$ cat config.mk
export PLATFORM = sky130hd
export DESIGN_NAME = decode_stage
export DESIGN_NICKNAME = d
export VERILOG_FILES = /design/src/rtl/decode_stage.sv
export SDC_FILE = /design/constraint.sdc
export NUM_CORES = 2
export LEC_CHECK = 0
export BUFFER_PORTS_ARGS = -buffer_cell sky130_fd_sc_hd__buf_4
export CORE_ASPECT_RATIO = 1.75
export CORE_MARGIN = 4
export CORE_UTILIZATION = 35
export CTS_BUF_LIST = sky130_fd_sc_hd__clkbuf_8
export DETAILED_ROUTE_END_ITERATION = 10
export GPL_TIMING_DRIVEN = 0
export SLEW_MARGIN = 0
export SYNTH_ARGS = -nofsm -noshare
export SYNTH_HDL_FRONTEND = slang
export SYNTH_SLANG_ARGS = --single-unit
$ cat constraint.sdc
create_clock -name clk -period 9.93 [get_ports clk]
set_input_delay 2.4825 -clock clk [delete_from_list [all_inputs] [get_ports clk]]
set_output_delay 2.4825 -clock clk [all_outputs]
set_load 0.005 [all_outputs]
$ cat src/rtl/decode_stage.sv
// -----------------------------------------------------------------------------
// decode_stage
//
// Pipelined RV32I instruction-decode stage. Sits between fetch and execute,
// owns the architectural register file (written directly by write-back), and
// presents the decoded instruction through a valid/ready ID/EX register with
// one cycle of latency. A load in ID/EX whose destination is read by the
// incoming instruction stalls decode; if execute drains the load that cycle,
// a bubble is inserted and counted.
//
// Parameters
//   XLEN   data / immediate width (>= 32)
//   AW     register address width (1..5), register count = 2**AW
//   CNT_W  width of the saturating bubble counter
//
// Ports
//   clk, rstn            clock; synchronous active-low reset
//   in_valid/in_ready    fetch handshake
//   in_inst, in_pc       instruction word and its address
//   wb_we/wb_addr/wb_data  register-file write port (x0 writes ignored)
//   flush                kill the held and the incoming instruction
//   out_valid/out_ready  execute handshake
//   out_pc, out_rs1_data, out_rs2_data, out_imm   decoded operands
//   out_rs1, out_rs2, out_rd                      register indices
//   out_opcode, out_funct3, out_funct7, out_is_load  instruction fields
//   hazard_cnt           number of load-use bubbles inserted (saturating)
//
// Build option
//   DECODE_WB_BYPASS_EN  when defined, a write-back to a source register in
//                        the transfer cycle is forwarded into the captured
//                        operand (write-first). When undefined, the captured
//                        operand is the pre-write register content.
// -----------------------------------------------------------------------------
module decode_stage #(
    parameter int XLEN  = 32,
    parameter int AW    = 5,
    parameter int CNT_W = 16
) (
    input  logic             clk,
    input  logic             rstn,
    input  logic             in_valid,
    output logic             in_ready,
    input  logic [31:0]      in_inst,
    input  logic [XLEN-1:0]  in_pc,
    input  logic             wb_we,
    input  logic [AW-1:0]    wb_addr,
    input  logic [XLEN-1:0]  wb_data,
    input  logic             flush,
    output logic             out_valid,
    input  logic             out_ready,
    output logic [XLEN-1:0]  out_pc,
    output logic [XLEN-1:0]  out_rs1_data,
    output logic [XLEN-1:0]  out_rs2_data,
    output logic [XLEN-1:0]  out_imm,
    output logic [AW-1:0]    out_rs1,
    output logic [AW-1:0]    out_rs2,
    output logic [AW-1:0]    out_rd,
    output logic [6:0]       out_opcode,
    output logic [2:0]       out_funct3,
    output logic [6:0]       out_funct7,
    output logic             out_is_load,
    output logic [CNT_W-1:0] hazard_cnt
);

    // -------------------------------------------------------------------------
    // Opcodes and immediate formats
    // -------------------------------------------------------------------------
    localparam logic [6:0] OP_LOAD   = 7'b0000011;
    localparam logic [6:0] OP_IMM    = 7'b0010011;
    localparam logic [6:0] OP_JALR   = 7'b1100111;
    localparam logic [6:0] OP_STORE  = 7'b0100011;
    localparam logic [6:0] OP_BRANCH = 7'b1100011;
    localparam logic [6:0] OP_LUI    = 7'b0110111;
    localparam logic [6:0] OP_AUIPC  = 7'b0010111;
    localparam logic [6:0] OP_JAL    = 7'b1101111;
    localparam logic [6:0] OP_REG    = 7'b0110011;

    localparam int NREGS = 2 ** AW;

    typedef enum logic [2:0] {
        FMT_NONE,   // R-type and unknown opcodes: immediate is zero
        FMT_I,
        FMT_S,
        FMT_B,
        FMT_U,
        FMT_J
    } imm_fmt_e;

    // Payload held in the ID/EX register.
    typedef struct packed {
        logic [XLEN-1:0] pc;
        logic [XLEN-1:0] rs1_data;
        logic [XLEN-1:0] rs2_data;
        logic [XLEN-1:0] imm;
        logic [AW-1:0]   rs1;
        logic [AW-1:0]   rs2;
        logic [AW-1:0]   rd;
        logic [6:0]      opcode;
        logic [2:0]      funct3;
        logic [6:0]      funct7;
        logic            is_load;
    } idex_t;

    // -------------------------------------------------------------------------
    // Field extraction
    // -------------------------------------------------------------------------
    logic [6:0]    opcode;
    logic [2:0]    funct3;
    logic [6:0]    funct7;
    logic [AW-1:0] rs1;
    logic [AW-1:0] rs2;
    logic [AW-1:0] rd;

    assign opcode = in_inst[6:0];
    assign funct3 = in_inst[14:12];
    assign funct7 = in_inst[31:25];
    // Register indices use only the low AW bits of each 5-bit field.
    assign rs1    = in_inst[15 +: AW];
    assign rs2    = in_inst[20 +: AW];
    assign rd     = in_inst[7 +: AW];

    // -------------------------------------------------------------------------
    // Opcode classification: immediate format and which sources are read
    // -------------------------------------------------------------------------
    imm_fmt_e imm_fmt;
    logic     uses_rs1;
    logic     uses_rs2;

    // NOTE: every signal assigned in always_comb gets a default on entry so
    // that no path leaves it unassigned; otherwise a latch is inferred.
    always_comb begin
        imm_fmt  = FMT_NONE;
        uses_rs1 = 1'b1;
        uses_rs2 = 1'b0;
        case (opcode)
            OP_LOAD, OP_IMM, OP_JALR: imm_fmt = FMT_I;
            OP_STORE: begin
                imm_fmt  = FMT_S;
                uses_rs2 = 1'b1;
            end
            OP_BRANCH: begin
                imm_fmt  = FMT_B;
                uses_rs2 = 1'b1;
            end
            OP_LUI, OP_AUIPC: begin
                imm_fmt  = FMT_U;
                uses_rs1 = 1'b0;
            end
            OP_JAL: begin
                imm_fmt  = FMT_J;
                uses_rs1 = 1'b0;
            end
            OP_REG: uses_rs2 = 1'b1;
            default: ;  // unknown opcodes pass through untouched
        endcase
    end

    // -------------------------------------------------------------------------
    // Immediate generation: build the 32-bit RV32I immediate, then sign-extend
    // from bit 31 to XLEN.
    // -------------------------------------------------------------------------
    logic [31:0]     imm32;
    logic [XLEN-1:0] imm;

    always_comb begin
        imm32 = 32'd0;
        case (imm_fmt)
            FMT_I: imm32 = {{20{in_inst[31]}}, in_inst[31:20]};
            FMT_S: imm32 = {{20{in_inst[31]}}, in_inst[31:25], in_inst[11:7]};
            FMT_B: imm32 = {{19{in_inst[31]}}, in_inst[31], in_inst[7],
                            in_inst[30:25], in_inst[11:8], 1'b0};
            FMT_U: imm32 = {in_inst[31:12], 12'd0};
            FMT_J: imm32 = {{11{in_inst[31]}}, in_inst[31], in_inst[19:12],
                            in_inst[20], in_inst[30:21], 1'b0};
            default: imm32 = 32'd0;
        endcase
        imm       = {XLEN{imm32[31]}};
        imm[31:0] = imm32;
    end

    // -------------------------------------------------------------------------
    // Register file
    // -------------------------------------------------------------------------
    logic [XLEN-1:0] rf [NREGS];
    logic            wb_active;

    assign wb_active = wb_we && (wb_addr != '0);

    // NOTE: sequential state uses non-blocking assignments only, so every
    // flop samples the pre-edge value of every other flop.
    // NOTE: the register file is reset entry by entry because architectural
    // state must read zero after reset; this forces flop storage rather than
    // a RAM macro, which is acceptable at 2**AW <= 32 entries.
    always_ff @(posedge clk) begin
        if (!rstn) begin
            for (int i = 0; i < NREGS; i++) begin
                rf[i] <= '0;
            end
        end else if (wb_active) begin
            rf[wb_addr] <= wb_data;
        end
    end

    // Combinational read, forced to zero for x0.
    logic [XLEN-1:0] rs1_data;
    logic [XLEN-1:0] rs2_data;

`ifdef DECODE_WB_BYPASS_EN
    // Write-first: a same-cycle write-back to a source wins over the stored
    // value. wb_active already excludes x0, so x0 still reads zero.
    assign rs1_data = (wb_active && wb_addr == rs1) ? wb_data :
                      (rs1 == '0)                   ? '0      : rf[rs1];
    assign rs2_data = (wb_active && wb_addr == rs2) ? wb_data :
                      (rs2 == '0)                   ? '0      : rf[rs2];
`else
    // Read-first: the captured operand is the pre-write content; the write
    // still lands in the register file on the same edge.
    assign rs1_data = (rs1 == '0) ? '0 : rf[rs1];
    assign rs2_data = (rs2 == '0) ? '0 : rf[rs2];
`endif

    // -------------------------------------------------------------------------
    // Load-use hazard and handshake
    // -------------------------------------------------------------------------
    idex_t idex_q;
    idex_t idex_d;
    logic  hazard;
    logic  xfer;
    logic  bubble;

    // Only a real load writing a non-zero register into a source that the
    // incoming instruction actually reads can stall.
    assign hazard = out_valid && idex_q.is_load && (idex_q.rd != '0) &&
                    ((uses_rs1 && idex_q.rd == rs1) ||
                     (uses_rs2 && idex_q.rd == rs2));

    assign in_ready = rstn && !flush && !hazard && (!out_valid || out_ready);
    assign xfer     = in_valid && in_ready;
    // The load leaves for execute while the dependent instruction waits:
    // the slot behind it becomes a bubble.
    assign bubble   = in_valid && hazard && out_ready;

    always_comb begin
        idex_d          = '0;
        idex_d.pc       = in_pc;
        idex_d.rs1_data = rs1_data;
        idex_d.rs2_data = rs2_data;
        idex_d.imm      = imm;
        idex_d.rs1      = rs1;
        idex_d.rs2      = rs2;
        idex_d.rd       = rd;
        idex_d.opcode   = opcode;
        idex_d.funct3   = funct3;
        idex_d.funct7   = funct7;
        idex_d.is_load  = (opcode == OP_LOAD);
    end

    // -------------------------------------------------------------------------
    // ID/EX register. Priority: flush, transfer, bubble, drain, hold.
    // The payload only changes on a transfer or reset; a drain or bubble
    // just drops out_valid.
    // -------------------------------------------------------------------------
    always_ff @(posedge clk) begin
        if (!rstn) begin
            out_valid  <= 1'b0;
            idex_q     <= '0;
            hazard_cnt <= '0;
        end else if (flush) begin
            out_valid <= 1'b0;
        end else if (xfer) begin
            out_valid <= 1'b1;
            idex_q    <= idex_d;
        end else if (bubble) begin
            out_valid <= 1'b0;
            if (hazard_cnt != '1) begin
                hazard_cnt <= hazard_cnt + CNT_W'(1);
            end
        end else if (out_ready) begin
            out_valid <= 1'b0;
        end
    end

    assign out_pc       = idex_q.pc;
    assign out_rs1_data = idex_q.rs1_data;
    assign out_rs2_data = idex_q.rs2_data;
    assign out_imm      = idex_q.imm;
    assign out_rs1      = idex_q.rs1;
    assign out_rs2      = idex_q.rs2;
    assign out_rd       = idex_q.rd;
    assign out_opcode   = idex_q.opcode;
    assign out_funct3   = idex_q.funct3;
    assign out_funct7   = idex_q.funct7;
    assign out_is_load  = idex_q.is_load;

endmodule

==> flow_summary.json <==
{
  "synth_top_cell_area_share": 0.502,
  "gp_congestion": 1.04,
  "grt.total_usage": 0.329,
  "finalSetupViolCount": 0,
  "ctsResizeCount": 0,
  "vias_per_cell": 6.33,
  "tightestPinTransition_ns": 1.61,
  "io_buffers": 278,
  "cts-buffers-inserted": 182,
  "setup.worst_path.start": "in_inst[6]",
  "regToRegStartpoint": "out_valid",
  "vias": 46900,
  "ys_ff_latch": 1202,
  "finalMaxSlewViolations": 55,
  "layout_common_cells": "edfxtp_1 (1,024), and2_1 (1,003), mux4_2 (399), buf_4 (300), clkbuf_1 (297)",
  "clk_path_buf_depth": 4,
  "min_from": "out_pc[24]",
  "synth_area_sq_mm": 0.0613,
  "initial_core_util": 0.353,
  "layout-drive-gt1-share": 0.236,
  "ant_nets": 0,
  "gr-total-overflow": 0,
  "crit_path_end_kind": "primary output",
  "required_ns": 7.45,
  "gr-max-usage-layer": "met2",
  "grt_use_met2": 0.521,
  "violations": "max-capacitance violations, max-slew violations",
  "dp_worst_setup_slack_ns": 2.21,
  "die_area_sq_mm": 0.182,
  "syn_to_final_growth_pct": 15.8,
  "hold_buffers": 0,
  "fp.dieW_microns": 324,
  "post-route-util": 0.409,
  "synth.distinct_cells": 62,
  "path_clk_slew_ns": 0.06,
  "grt.met1_usage": 0.352,
  "crit_fanout": 10,
  "fin_crit_ns": 7.76,
  "yosys_warnings": 0,
  "grt_pass1_wl_microns": 399000,
  "place.detailed.hpwl_microns": 227000,
  "fill_cells": 16200,
  "die_height_microns": 561,
  "grt_antenna_before_repair": 43,
  "rsz0062_at_grt": "no",
  "synth-edff-count": 1024,
  "nets": 5114,
  "hold_viol": 0,
  "multi_input_area_sq_mm": 0.0254,
  "cts_tree": "built",
  "synth.area.top_cells": "edfxtp_1 (50%), mux4_2 (15%), and2_1 (10%)",
  "arrival_ns": 5.28,
  "core.rowCount": 202,
  "route.detailed.drc": 0,
  "postCtsSetupBuffers": 0,
  "timing.final.ws_setup_ns": 2.17,
  "avgSynthCellArea_sq_um": 13.7,
  "fin_setup_tns_ns": 0,
  "async_flop_share": 0,
  "htree_levels": 4,
  "irDropWorstVdd_v": 0.0000979,
  "grt_pass1_vias": 45500,
  "timing.fmax_mhz": 129,
  "core_sq_mm": 0.174,
  "clock_latency_ns": 0.94,
  "drt-pass1-iter-count": 8,
  "grtUsageMet3": 0.0903,
  "outcome": "finished, violations left",
  "clock_skew_ns": 0.0561,
  "p_leak_uw": 0.0253,
  "mostFrequentLayoutCell": "edfxtp_1",
  "ff_latch_area_sq_mm": 0.0343,
  "wl_per_cell_microns": 41.3,
  "synth_ff_type": "edfxtp_1",
  "drt_iter0_drc": 7343,
  "period_share": 0.781,
  "grt_max_degree": 42,
  "cts.sinks": 1202,
  "wirelength_microns": 306000,
  "critPathLaunchType": "input port",
  "maxSlewHeadroom": -0.0764,
  "seq_area_frac_synth": 0.560,
  "synth_top_area_cell": "edfxtp_1",
  "drv_cap": 9,
  "cts_root_buf": "clkbuf_8",
  "num_io_pins": 286,
  "synth_cells": 4473,
  "power_density_mw_per_mm2": 165,
  "hold_path_class": "register to register",
  "criticalPathCategory": "input port to primary output"
}
final timing paths:
kind | to | slack, ns | depth (start not counted)
worst max-delay path | in_ready | 2.17 | 8
worst min-delay path | out_pc[24] | 0.45 | 2
worst max register to register | out_rs1_data[16] | 5.27 | 7
worst min register to register | out_pc[24] | 0.45 | 2
cell families after synthesis:
| group | synth area share |
|---|---|
| compound gates | 0.0602 |
| xor+xnor | 0.00143 |
| fa+ha+maj | 0.000204 |
| buf+inv | 0.0327 |
| flops | 0.560 |
| mux | 0.207 |
| other cells | 0.0000612 |
| simple gates | 0.139 |
layer usage:
| layer | part of all wire | routed length, microns |
|---|---|---|
| met1 | 0.31 | 94900 |
| met2 | 0.46 | 141000 |
| met3 | 0.11 | 34900 |
| met4 | 0.12 | 35900 |
| met5 | 0.00040 | 124 |
area by class of cell:
cell class,instances,area share
Clock buffer,192,0.0372
Sequential cell,1202,0.484
Tap cell,2244,0.0396
Antenna cell,37,0.00130
Clock inverter,125,0.0107
Multi-Input combinational cell,2829,0.358
Inverter,8,0.000423
Timing Repair Buffer,318,0.0409
Buffer,465,0.0283
Yosys cell counts (all sizes together), types with 70 or more instances:
master,instances
a21oi,139
and2,1003
buf,152
clkbuf,313
dfxtp,178
edfxtp,1024
mux2i,294
mux4,399
nand2,186
nand3,83
nor2,96
o21ai,70
per-stage QoR:
step | cells | area [sq um] | total power [uW] | hold WS, ns
2_1_floorplan | 4504 | 61400 | 6760 | 0.448
3_3_place_gp | 7026 | 66300 | 7580 | 0.442
3_5_place_dp | 7066 | 67500 | 7610 | 0.447
4_1_cts | 7383 | 70900 | 11600 | 0.456
5_1_grt | 7390 | 70900 | 11900 | 0.473
6_report | 7420 | 71000 | 11700 | 0.455
sequential cells by signal, indices dropped and copies added (netlist names):
name	count
hazard_cnt	16
out_funct7	7
out_rd	5
out_funct3	3
out_is_load	1
out_rs2_data	32
out_rs2	5
out_pc	32
out_rs1_data	32
out_rs1	5
rf	1024
out_imm	32
out_valid	1
out_opcode	7
power by group:
group | switching, uW | internal, uW
clock network | 2130 | 2000
logic | 1100 | 594
registers | 165 | 5740
critical path, cell delays in order:
cell and delay [ns]:
buf_4 0.14, nand3b_1 0.15, nor3_1 0.86, a21oi_1 0.20, a21oi_1 0.81, buf_2 0.36
and2_1 0.15, buf_4 0.11
Power figures use the tool's default switching activity.
